[src/rtl/pulse_counter_bank_pkg.sv]
// pulse_counter_bank_pkg
//   Shared definitions for the pulse counter bank:
//   - mode_e : overflow behaviour selected by sat_mode_in (wrap / saturate)
//   - clog2  : ceiling log2, used to size the debounce counters
package pulse_counter_bank_pkg;

    typedef enum logic {
        MODE_WRAP = 1'b0,
        MODE_SAT  = 1'b1
    } mode_e;

    function automatic int unsigned clog2(input int unsigned value);
        int unsigned r;
        r = 0;
        for (int unsigned i = 0; i < 32; i++) begin
            if ((64'd1 << i) < 64'(value)) begin
                r = i + 1;
            end
        end
        return r;
    endfunction

endpackage

[src/rtl/pulse_counter_bank_if.sv]
// pulse_counter_bank_if
//   Groups the control, button and result signals of pulse_counter_bank.
//   master : driver side (board/test environment)
//   slave  : pulse_counter_bank side
//   Signals:
//     en_in       global count enable
//     sat_mode_in 0 = wrap on overflow, 1 = saturate at all-ones
//     clr_in      per-channel synchronous clear
//     btn_in      raw asynchronous button levels
//     count_out   flattened counters, channel i at [i*COUNT_W +: COUNT_W]
//     ovf_out     sticky per-channel overflow flags
//     press_out   one-cycle pulse per accepted rising edge
interface pulse_counter_bank_if #(
    parameter int unsigned N_CHANNELS = 4,
    parameter int unsigned COUNT_W    = 4
);
    logic                            en_in;
    logic                            sat_mode_in;
    logic [N_CHANNELS-1:0]           clr_in;
    logic [N_CHANNELS-1:0]           btn_in;
    logic [N_CHANNELS*COUNT_W-1:0]   count_out;
    logic [N_CHANNELS-1:0]           ovf_out;
    logic [N_CHANNELS-1:0]           press_out;

    modport master (
        output en_in, sat_mode_in, clr_in, btn_in,
        input  count_out, ovf_out, press_out
    );

    modport slave (
        input  en_in, sat_mode_in, clr_in, btn_in,
        output count_out, ovf_out, press_out
    );
endinterface

[src/rtl/pulse_counter_bank_conditioner.sv]
// pulse_conditioner
//   One button channel: 2-FF synchronizer, debouncer and rising-edge detect.
//   Ports:
//     clk, rst  clock / asynchronous active-high reset
//     btn_in    raw asynchronous button level
//     press_out combinational pulse in the cycle the accepted level rises;
//               the counter bank updates on the same edge and registers it
//               for its own press_out
module pulse_conditioner
    import pulse_counter_bank_pkg::*;
#(
    parameter int unsigned DEBOUNCE_CYCLES = 4
) (
    input  logic clk,
    input  logic rst,
    input  logic btn_in,
    output logic press_out
);
    localparam int unsigned      DB_W    = clog2(DEBOUNCE_CYCLES + 1);
    localparam logic [DB_W-1:0]  DB_LAST = DB_W'(DEBOUNCE_CYCLES - 1);

    logic            s1;
    logic            s2;
    logic            stable;
    logic [DB_W-1:0] db_cnt;
    logic [1:0]      fill;
    logic            armed;

    // A press is only reported once a genuine low has been seen after reset.
    // fill marks when s2 holds a real sample rather than its reset value, so a
    // button held across reset release raises stable silently and must be
    // released and pressed again before it counts.
    assign press_out = (s2 != stable) && s2 && (db_cnt == DB_LAST) && armed;

    always_ff @(posedge clk or posedge rst) begin
        if (rst) begin
            s1     <= 1'b0;
            s2     <= 1'b0;
            stable <= 1'b0;
            db_cnt <= '0;
            fill   <= '0;
            armed  <= 1'b0;
        end else begin
            s1   <= btn_in;
            s2   <= s1;
            fill <= {fill[0], 1'b1};
            if (fill[1] && !s2 && !stable) begin
                armed <= 1'b1;
            end
            if (s2 == stable) begin
                db_cnt <= '0;
            end else if (db_cnt == DB_LAST) begin
                stable <= s2;
                db_cnt <= '0;
            end else begin
                db_cnt <= db_cnt + DB_W'(1);
            end
        end
    end
endmodule

[src/rtl/pulse_counter_bank.sv]
// pulse_counter_bank
//   N independent debounced button counters with wrap/saturate overflow,
//   per-channel clear, global enable and sticky overflow flags.
//   Ports:
//     clk  system clock, rising edge
//     rst  asynchronous active-high reset
//     bus  pulse_counter_bank_if.slave: en_in, sat_mode_in, clr_in, btn_in,
//          count_out, ovf_out, press_out
module pulse_counter_bank
    import pulse_counter_bank_pkg::*;
#(
    parameter int unsigned N_CHANNELS      = 4,
    parameter int unsigned COUNT_W         = 4,
    parameter int unsigned DEBOUNCE_CYCLES = 4
) (
    input  logic               clk,
    input  logic               rst,
    pulse_counter_bank_if.slave bus
);
    localparam logic [COUNT_W-1:0] CNT_MAX = '1;

    logic [N_CHANNELS-1:0]          press;
    logic [N_CHANNELS-1:0]          press_q;
    logic [N_CHANNELS-1:0]          ovf;
    logic [COUNT_W-1:0]             cnt [N_CHANNELS];
    logic [N_CHANNELS*COUNT_W-1:0]  count_flat;
    mode_e                          mode;

    assign mode = mode_e'(bus.sat_mode_in);

    for (genvar g = 0; g < N_CHANNELS; g++) begin : g_ch
        pulse_conditioner #(
            .DEBOUNCE_CYCLES(DEBOUNCE_CYCLES)
        ) u_cond (
            .clk       (clk),
            .rst       (rst),
            .btn_in    (bus.btn_in[g]),
            .press_out (press[g])
        );
    end

    always_ff @(posedge clk or posedge rst) begin
        if (rst) begin
            press_q <= '0;
            ovf     <= '0;
            for (int unsigned i = 0; i < N_CHANNELS; i++) begin
                cnt[i] <= '0;
            end
        end else begin
            press_q <= press;
            for (int unsigned i = 0; i < N_CHANNELS; i++) begin
                if (bus.clr_in[i]) begin
                    cnt[i] <= '0;
                    ovf[i] <= 1'b0;
                end else if (press[i] && bus.en_in) begin
                    if (cnt[i] != CNT_MAX) begin
                        cnt[i] <= cnt[i] + COUNT_W'(1);
                    end else begin
                        ovf[i] <= 1'b1;
                        if (mode == MODE_WRAP) begin
                            cnt[i] <= '0;
                        end
                    end
                end
            end
        end
    end

    always_comb begin
        count_flat = '0;
        for (int unsigned i = 0; i < N_CHANNELS; i++) begin
            count_flat[i*COUNT_W +: COUNT_W] = cnt[i];
        end
    end

    assign bus.count_out = count_flat;
    assign bus.ovf_out   = ovf;
    assign bus.press_out = press_q;
endmodule

[src/flat_wrapper.sv]
// flat-port wrapper written by rule: the top's interface ports become plain ports
module pulse_counter_bank_flat import pulse_counter_bank_pkg::*;
#(
    parameter int unsigned N_CHANNELS      = 4,
    parameter int unsigned COUNT_W         = 4,
    parameter int unsigned DEBOUNCE_CYCLES = 4
)
  (clk, rst, bus_en_in, bus_sat_mode_in, bus_clr_in, bus_btn_in, bus_count_out, bus_ovf_out, bus_press_out);
  pulse_counter_bank_if #(.N_CHANNELS(N_CHANNELS), .COUNT_W(COUNT_W)) bus_i ();
  input  logic clk;
  input  logic rst;
  input wire logic [$bits(bus_i.en_in)-1:0] bus_en_in;
  input wire logic [$bits(bus_i.sat_mode_in)-1:0] bus_sat_mode_in;
  input wire logic [$bits(bus_i.clr_in)-1:0] bus_clr_in;
  input wire logic [$bits(bus_i.btn_in)-1:0] bus_btn_in;
  output wire logic [$bits(bus_i.count_out)-1:0] bus_count_out;
  output wire logic [$bits(bus_i.ovf_out)-1:0] bus_ovf_out;
  output wire logic [$bits(bus_i.press_out)-1:0] bus_press_out;
  assign bus_i.en_in = bus_en_in;
  assign bus_i.sat_mode_in = bus_sat_mode_in;
  assign bus_i.clr_in = bus_clr_in;
  assign bus_i.btn_in = bus_btn_in;
  assign bus_count_out = bus_i.count_out;
  assign bus_ovf_out = bus_i.ovf_out;
  assign bus_press_out = bus_i.press_out;
  pulse_counter_bank #(.N_CHANNELS(N_CHANNELS), .COUNT_W(COUNT_W), .DEBOUNCE_CYCLES(DEBOUNCE_CYCLES)) u_core (.clk(clk), .rst(rst), .bus(bus_i));
endmodule
[config.mk]
export PLATFORM = sky130hd
export DESIGN_NAME = pulse_counter_bank_flat
export DESIGN_NICKNAME = d
export VERILOG_FILES = /design/src/rtl/pulse_counter_bank_pkg.sv /design/src/rtl/pulse_counter_bank_if.sv /design/src/rtl/pulse_counter_bank_conditioner.sv /design/src/rtl/pulse_counter_bank.sv /design/src/flat_wrapper.sv
export SDC_FILE = /design/constraint.sdc
export NUM_CORES = 1
export LEC_CHECK = 0
export ABC_AREA = 1
export CORE_MARGIN = 8
export CORE_UTILIZATION = 45
export CTS_BUF_LIST = sky130_fd_sc_hd__clkbuf_4 sky130_fd_sc_hd__clkbuf_8 sky130_fd_sc_hd__clkbuf_16
export DETAILED_ROUTE_END_ITERATION = 6
export PLACE_DENSITY = 0.7
export SETUP_SLACK_MARGIN = 0.1
export SLEW_MARGIN = 20
export SYNTH_ARGS = -nofsm -noshare
export SYNTH_HDL_FRONTEND = slang
export SYNTH_SLANG_ARGS = --single-unit
[constraint.sdc]
create_clock -name clk -period 1.6 [get_ports clk]
set_input_delay 0.32 -clock clk [delete_from_list [all_inputs] [get_ports clk]]
set_output_delay 0.32 -clock clk [all_outputs]
set_load 0.02 [all_outputs]
* After elaboration in Yosys (flattened, before gate mapping)
Cells that the tools add are included.
Storage, ports and cells: output and inout port bits 24, input bits 12, word-level logic and storage cells 150, flip-flop bits (word level) 60
Cells by class: bitwise logic cells 4, equal/unequal tests 24, reductions and logical operators 48, mux-type cells 33, $add $sub $neg 8
Operator list (number):
- $mux 4 | 13
- $logic_and 1x1->1 | 24
- $mux 3 | 8
- $reduce_and 2->1 | 12
- $add 4x1->4 const B | 4
- $ne 4x4->1 const B | 4
- $add 3x1->3 const B | 4
- $eq 3x2->1 const B | 4
- $mux 1 | 12
- $ne 3x1->1 const B | 4
- $logic_not 1->1 | 8
- $ne 2x2->1 const B | 4
- $reduce_bool 2->1 | 4
- $eq 1x1->1 | 4
- $ne 1x1->1 | 4
- $not 1->1 | 4

* Logic depth before layout (Yosys ltp)
Gate-level depths: netlist (run 1).
depth in word-level cells 7, mapped depth 9

* By module
Synthesis (run 1) repeated with hierarchy kept, for this count alone.
Second synthesis, totals: cell total of the unflattened synthesis 274, area, all modules 2586.2 sq um
Modules (own cells, without submodules):
- pulse_conditioner | seq. area each 225.2 sq um, cells an instance 30, area an instance 332.8 sq um, instances 4
- pulse_counter_bank | seq. area each 600.6 sq um, cells an instance 154, area an instance 1255.0 sq um, instances 1

* Least setup slack after synthesis (run 1)
No wires, ideal clock.
path kind register -> register, start reg u_core.cnt (netlist bit u_core.bus.count_out[4]), end reg u_core.cnt (netlist bit u_core.bus.count_out[4]), arrival time 1165 ps, stages on the path, launching flop included 7, path buffers 0, setup slack 317 ps, cell sequence dfrtp_1 ha_1 nand3_2 inv_1 nand3_1 nand3_1 nand2_1
On the way: word-level cells in the longest chain between the ends 4, elaborated cells between the ends (all ways) 7, classes of those cells 1 x add/sub; 2 x eq/ne; 3 x mux; 1 x reduce/logical
RTL lines:
- start, declared | line pulse_counter_bank.sv:25 | logic [COUNT_W-1:0] cnt [N_CHANNELS];
- start signal, assigned by index | line pulse_counter_bank.sv:57 | cnt[i] <= cnt[i] + COUNT_W'(1);
- $add 4x1->4 or $ne 4x4->1 (tied branches) | line pulse_counter_bank.sv:57, pulse_counter_bank.sv:56
- $mux 4 | line pulse_counter_bank.sv:56 | if (cnt[i] != CNT_MAX) begin
- $mux 4 | line pulse_counter_bank.sv:55 | end else if (press[i] && bus.en_in) begin
- $mux 4 | line pulse_counter_bank.sv:52 | if (bus.clr_in[i]) begin
Several ways; a longest one is shown, not always the timed one. The select of a mux whose other input is x is not followed. A chain may end at the register's enable or synchronous reset.

* Final worst setup path (run 1)
start reg u_core.cnt (netlist bit u_core.bus.count_out[7]), end out bus_count_out[7]
RTL lines:
- end, declared | line flat_wrapper.sv:16 | output wire logic [$bits(bus_i.count_out)-1:0] bus_count_out;
No word-level cell between the ends.

==> summary.md, run 1 <==
| Metric | Value |
|---|---|
| # DRC | 0 |
| Period minus WS final | 1460 ps |
| CP required | 1280 ps |
| DRT iter0 DRCs | 106 |
| # placed instances | 395 |
| Yosys cell types | 24 |
| Crit path max-delay family | flip-flops |
| Row count | 27 |
| Worst slack at placement | 90.7 ps |
| Layout cell share with drive strength beyond 1 | 0.0997 |
| CP Max Fanout | 6 |
| Detailed-router iteration count before antenna repair | 4 |
| Die width | 90.7 um |
| Commonest non-fill, non-tap cell in the layout | nand2_1 |
| Gpl congestion | 0.886 |
| Fill cells | 509 |
| Setup_tns | 0 ps |
| Synth Register Bits | 54 |
| # clock sinks | 54 |
| Hold_buf cts | 0 |
| Clock skew | 10.1 ps |
| Hold WS | 356 ps |
| CTS tree | built |
| Worst vdd ir | 0.000559 V |
| Reg clk slew, reported paths | 100 ps |
| Post-Route WL | 4.80 mm |
| CTS Buffer Depth | 2 |
| Die H | 90.7 um |
| WP buf/inv | 1 |
| Endpoints failing setup | 0 |
| Most frequent cells in the layout | nand2_1, dfrtp_1, nand3_1 |
| CP endpoint kind | primary output |
| TritonCTS buffer count | 5 |
| Final std cells w/o fill | 403 |
| Largest net degree at the start of global routing | 55 |
| Final Core Density | 0.569 |
| Vias in the first global route | 1,998 |
| Die area | 8220 sq um |
| Area of the core | 5440 sq um |
| Post-CTS Setup Bufs | 0 |
| DP HPWL | 3.62 mm |
| Total GRT Usage | 0.126 |
| First-pass GRT wire length | 8.68 mm |
| Hold Crit Class | reg -> reg |
| P_leak | 1.62 nW |
| Port Buffers | 35 |
| Pwr per Cell Area | 1050 nW/um^2 |
| Nets | 354 |
| Period utilization | 0.909 |
| Seq/Total Area, Yosys | 0.539 |
| # IOs | 36 |
| RSZ-0062 raised after global routing | no |
| N_diodes | 0 |
| Multi-input gate area | 995 sq um |
| Initial core utilization | 0.461 |
| Syn Inst Count | 280 |
| Status | complete, no violations |
| Setup ws final | 145 ps |
| Crit Path Category | reg -> out |
| Placed inst area | 3030 sq um |
| Syn Nets | 304 |
| Mapped Area | 2510 sq um |
| Via density | 4.88 |
| Post-synthesis to final-layout area growth | 23.4% |
| Crit path DAT | 1140 ps |
| Clk root buf | clkbuf_8 |
| Yosys Warn Count | 0 |
| Initial antenna violation count | 0 |
| Via count | 1,967 |
| Final instance area | 3100 sq um |
| Power Total | 3.24 mW |
| Cells along the critical path | dlygate4sd2_1 |
| Max Fclk | 687 MHz |
| Startpoint types | flop |
| Slowest Stage Delay on Critical Path | 460 ps |
| Final antenna-violating net count | 0 |
| Syn avg cell area | 8.96 sq um |
| Avg WL per Cell | 11.9 um |
| Overflow after GRT | 0 |
| Htree depth | 2 |
| Slew Viols, Final | 0 |
| FF+latch area | 1350 sq um |
| Final hold vios | 0 |
| Crit path max-delay cell type | dfrtp_1 |
| Clk Latency, worst-skew pair | 310 ps |
| Max-cap violation count | 0 |
## cells by family (layout without fill, tap and decap cells)
family,Yosys count,in the layout,share of synthesized area
buffers and inverters,41,92,0.0648
adders and majority gates,12,12,0.0598
DFF,54,54,0.539
and+or+nand+nor,154,154,0.287
AOI/OAI and AO/OA,14,14,0.0339
other,1,1,0.00149
xor gates and xnor gates,4,4,0.0140
## routing by layer
metal  vias up  wire length, um  GRT usage
met2        43             2310      0.212
met1       921             2180      0.153
met3         5              267     0.0349
met4         0               44     0.0333
met5         -                0          0
li1        998                -          -
## registers in the layout, indices dropped and copies added, names as in the netlist
signal	count
u_core.bus.press_out	4
u_core.g_ch.u_cond.fill	2
u_core.g_ch.u_cond.db_cnt	12
u_core.g_ch.u_cond.s1	4
u_core.g_ch.u_cond.stable	4
u_core.bus.ovf_out	4
u_core.g_ch.u_cond.armed	4
u_core.g_ch.u_cond.s2	4
u_core.bus.count_out	16
## power by group
group	switching [mW]	total (mW)	internal (mW)
sequential	0.115	1.66	1.54
clock	0.449	0.806	0.357
combinational	0.463	0.777	0.314
total	1.03	3.24	2.21
## final timing paths
| check | from | depth (start not counted) | end | slack, ps |
|---|---|---|---|---|
| min | u_core.g_ch[0].u_cond.s1 | 0 | u_core.g_ch[0].u_cond.s2 | 360 |
| max | u_core.bus.count_out[7] | 1 | bus_count_out[7] | 140 |
| max in group asynchronous | rst | 3 | u_core.bus.count_out[5] | 940 |
| min reg2reg | u_core.g_ch[0].u_cond.s1 | 0 | u_core.g_ch[0].u_cond.s2 | 360 |
| min in group asynchronous | rst | 3 | u_core.g_ch[2].u_cond.stable | 420 |
| max reg2reg | u_core.g_ch[1].u_cond.stable | 7 | u_core.bus.count_out[7] | 270 |
## timing repair
action,in CTS,in global routing
endpoints found under the setup margin,24,1
cloned,0,0
gates resized for setup,24,1
hold endpoints to repair,0,0
## cells in the mapped netlist
library cell  count  share of area
a21oi_1           3         0.0060
nand2_2           2         0.0050
or2_0             4          0.010
nor2_4            3          0.013
nand4_1           6          0.015
nand3_1          40          0.080
xnor2_1           3          0.010
nand2_1          58          0.087
inv_1            38          0.057
o21ai_0           6          0.012
dfrtp_1          54           0.54
nand3_2           2         0.0080
conb_1            1         0.0015
xor2_1            1         0.0035
nand3_4           1         0.0070
nor2_1           30          0.045
clkinv_2          1         0.0020
nor3b_1           1         0.0030
a31o_2            4          0.014
ha_1             12          0.060
nor3_1            6          0.012
nor2_2            1         0.0025
o21ai_1           1         0.0020
buf_4             2         0.0060
## cell type report
type	instances	area share
clock buffers	6	0.0267
multi-input cells	185	0.321
clock inverters	2	0.00525
inverters	39	0.0489
repair buffers	45	0.132
well taps	72	0.0291
flip-flops and latches	54	0.437
Note: power is estimated with default switching activity, not from simulation.
==> run 2, diff against run 1 <==
Settings changed: CORE_MARGIN 8 to 2.
==> run 2 against run 1 <==
Net effect:
- die area shrank 25%
- sequential power is essentially flat
- critical path depth is the same
- maximum frequency grew 1.4%
- critical path type unchanged
- critical endpoint is now bus_count_out[8]
==> summary.md, run 2 (synthesis results as in run 1) <==
| Metric | Value |
|---|---|
| Initial antenna violation count | 0 (unchanged) |
| Slowest Stage Delay on Critical Path | 460 ps (about the same) |
| Vias in the first global route | 1,859 (-7.0%) |
| Worst slack at placement | 66.4 ps (-24.3 ps) |
| Flop pwr share | 0.493 (-0.019) |
| Crit Path Category | reg -> out |
| Status | complete, no violations |
| Crit path max-delay family | flip-flops |
| Initial core utilization | 0.461 (unchanged) |
| Setup_tns | 0 ps (unchanged) |
| RSZ-0062 raised after global routing | no |
| CTS Buffer Depth | 2 (unchanged) |
| WP buf/inv | 1 (unchanged) |
| Layout cell share with drive strength beyond 1 | 0.0973 (-0.00243) |
| Nets | 352 (-0.56%) |
| Max FFs per register | 16 (unchanged) |
| # clock sinks | 54 (unchanged) |
| Max Fclk | 697 MHz (+1.4%) |
| Die width | 78.7 um (-13%) |
| Htree depth | 2 (unchanged) |
| Clk root buf | clkbuf_8 |
| Final Core Density | 0.571 (+0.00138) |
| Clock skew | 5.05 ps (-5.04 ps) |
| Clock power frac | 0.282 (+0.033) |
| Psw | 998 uW (-2.8%) |
| Period minus WS final | 1430 ps (-20.7 ps) |
| TritonCTS buffer count | 5 (unchanged) |
| Max-cap violation count | 0 (unchanged) |
| Area of the core | 5440 sq um (unchanged) |
| Most frequent cells in the layout | nand2_1, dfrtp_1, nand3_1 |
| Post-CTS Setup Bufs | 0 (unchanged) |
| # IOs | 36 (unchanged) |
| Pwr per Cell Area | 1080 nW/um^2 (+3.6%) |
| DP HPWL | 3.37 mm (-6.7%) |
| Post-synthesis to final-layout area growth | 23.7% |
| CP Max Fanout | 6 (unchanged) |
| CTS tree | built |
| Via count | 1,961 (-0.31%) |
| Gpl congestion | 0.875 (-1.2%) |
| Period utilization | 0.897 (-0.0129) |
| Largest net degree at the start of global routing | 55 (unchanged) |
| CP required | 1280 ps (about the same) |
| Port Buffers | 35 (unchanged) |
| Detailed-router iteration count before antenna repair | 4 (unchanged) |
| Slew Viols, Final | 0 (unchanged) |
| # DRC | 0 (unchanged) |
| Commonest non-fill, non-tap cell in the layout | nand2_1 |
| Sw frac | 0.297 (-0.0202) |
| Reg clk slew, reported paths | 90 ps (about the same) |
| First-pass GRT wire length | 8.08 mm (-6.9%) |
| Final antenna-violating net count | 0 (unchanged) |
| CP endpoint kind | primary output |
| P_int | 2.37 mW (+6.9%) |
| Worst vdd ir | 0.000688 V (+23%) |
| Setup ws final | 166 ps (+20.7 ps) |
| Crit path DAT | 1110 ps (-30 ps) |
| Combinational Power Share | 0.225 (-0.015) |
| Total GRT Usage | 0.161 (+0.0358) |
| Endpoints failing setup | 0 (unchanged) |
| Row count | 27 (unchanged) |
| Cells along the critical path | dlygate4sd2_1 |
| Clk Latency, worst-skew pair | 300 ps (about the same) |
| DRT iter0 DRCs | 122 (+15%) |
| Hold Crit Class | reg -> reg |
| Startpoint types | flop |
| Die area | 6190 sq um (-25%) |
| Die H | 78.7 um (-13%) |
| Overflow after GRT | 0 (unchanged) |
| Post-Route WL | 4.45 mm (-7.3%) |
| Final hold vios | 0 (unchanged) |
| Fill cells | 499 (-2.0%) |
| R2r setup slk | 280 ps (about the same) |
| Crit path max-delay cell type | dfrtp_1 |
| Via density | 4.89 (+0.19%) |
| N_diodes | 0 (unchanged) |
| Avg WL per Cell | 11.1 um (-6.9%) |
| P_leak | 1.62 nW (+0.35%) |
## run 2: changes by cell type in the layout (fill, tap and decap cells not counted)
| cell | delta |
|---|---|
| clkinvlp_4 | -1 |
| dfrtp_2 | +1 |
| dlygate4sd2_1 | +1 |
| buf_4 | -2 |
| bufinv_16 | +1 |
| clkdlybuf4s15_1 | -1 |
| dfrtp_1 | -1 |
## run 2: worst paths after layout
kind | startpoint | endpoint | depth (start not counted)
worst max-delay path | u_core.bus.count_out[8] | bus_count_out[8] | 1
worst min-delay path | u_core.g_ch[0].u_cond.fill[0] | u_core.g_ch[0].u_cond.fill[1] | 0
worst max register to register | u_core.g_ch[2].u_cond.stable | u_core.bus.count_out[10] | 9
worst min register to register | u_core.g_ch[0].u_cond.fill[0] | u_core.g_ch[0].u_cond.fill[1] | 0
max in group asynchronous | rst | u_core.bus.count_out[7] | 3
min in group asynchronous | rst | u_core.g_ch[2].u_cond.stable | 3
## run 2: stage by stage
stage               hold WS [ps]  cells  power (mW)  area (sq um)
finish                       355    401        3.36          3100
global route                 374    401        3.62          3100
CTS                          357    401        3.41          3100
detailed placement           335    393        2.49          3010
global placement             333    393        2.45          3010
floorplan                    331    280        2.21          2510
## run 2: layout make-up
cell class / instances / area (sq um) / area share
clock buffer: 6 / 82.6 / 0.0266
clock inverter: 2 / 38.8 / 0.0125
inverter: 39 / 151 / 0.0488
multi-input combinational: 185 / 995 / 0.321
sequential: 54 / 1350 / 0.436
tap: 72 / 90.1 / 0.0290
timing repair buffer: 43 / 393 / 0.127
## run 2: routing by layer
metal	vias up	wire, um	global-route usage
met5	-	0	0
met3	5	202	0.0299
met2	39	2100	0.264
met1	925	2110	0.219
li1	992	-	-
met4	0	37	0.0491
## run 2: power by group through the flow
| stage | sequential [mW] | clock, mW | combinational [mW] |
|---|---|---|---|
| 3_3_place_gp | 1.68 | 0 | 0.772 |
| 2_1_floorplan | 1.72 | 0 | 0.481 |
| 6_report | 1.66 | 0.948 | 0.759 |
| 4_1_cts | 1.66 | 0.981 | 0.772 |
| 5_1_grt | 1.68 | 1.04 | 0.892 |
| 3_5_place_dp | 1.69 | 0 | 0.801 |
## run 2: what timing repair did
item                                    CTS  global route
resized for setup                        24             1
hold buffers                              0             0
endpoints found under the setup margin   24             1
==> run 3, diff against run 2 <==
Settings changed: CTS_CLUSTER_SIZE from default to 14.
==> results of run 3 <==
Final layout, timing and power as in run 2 (identical DEF).
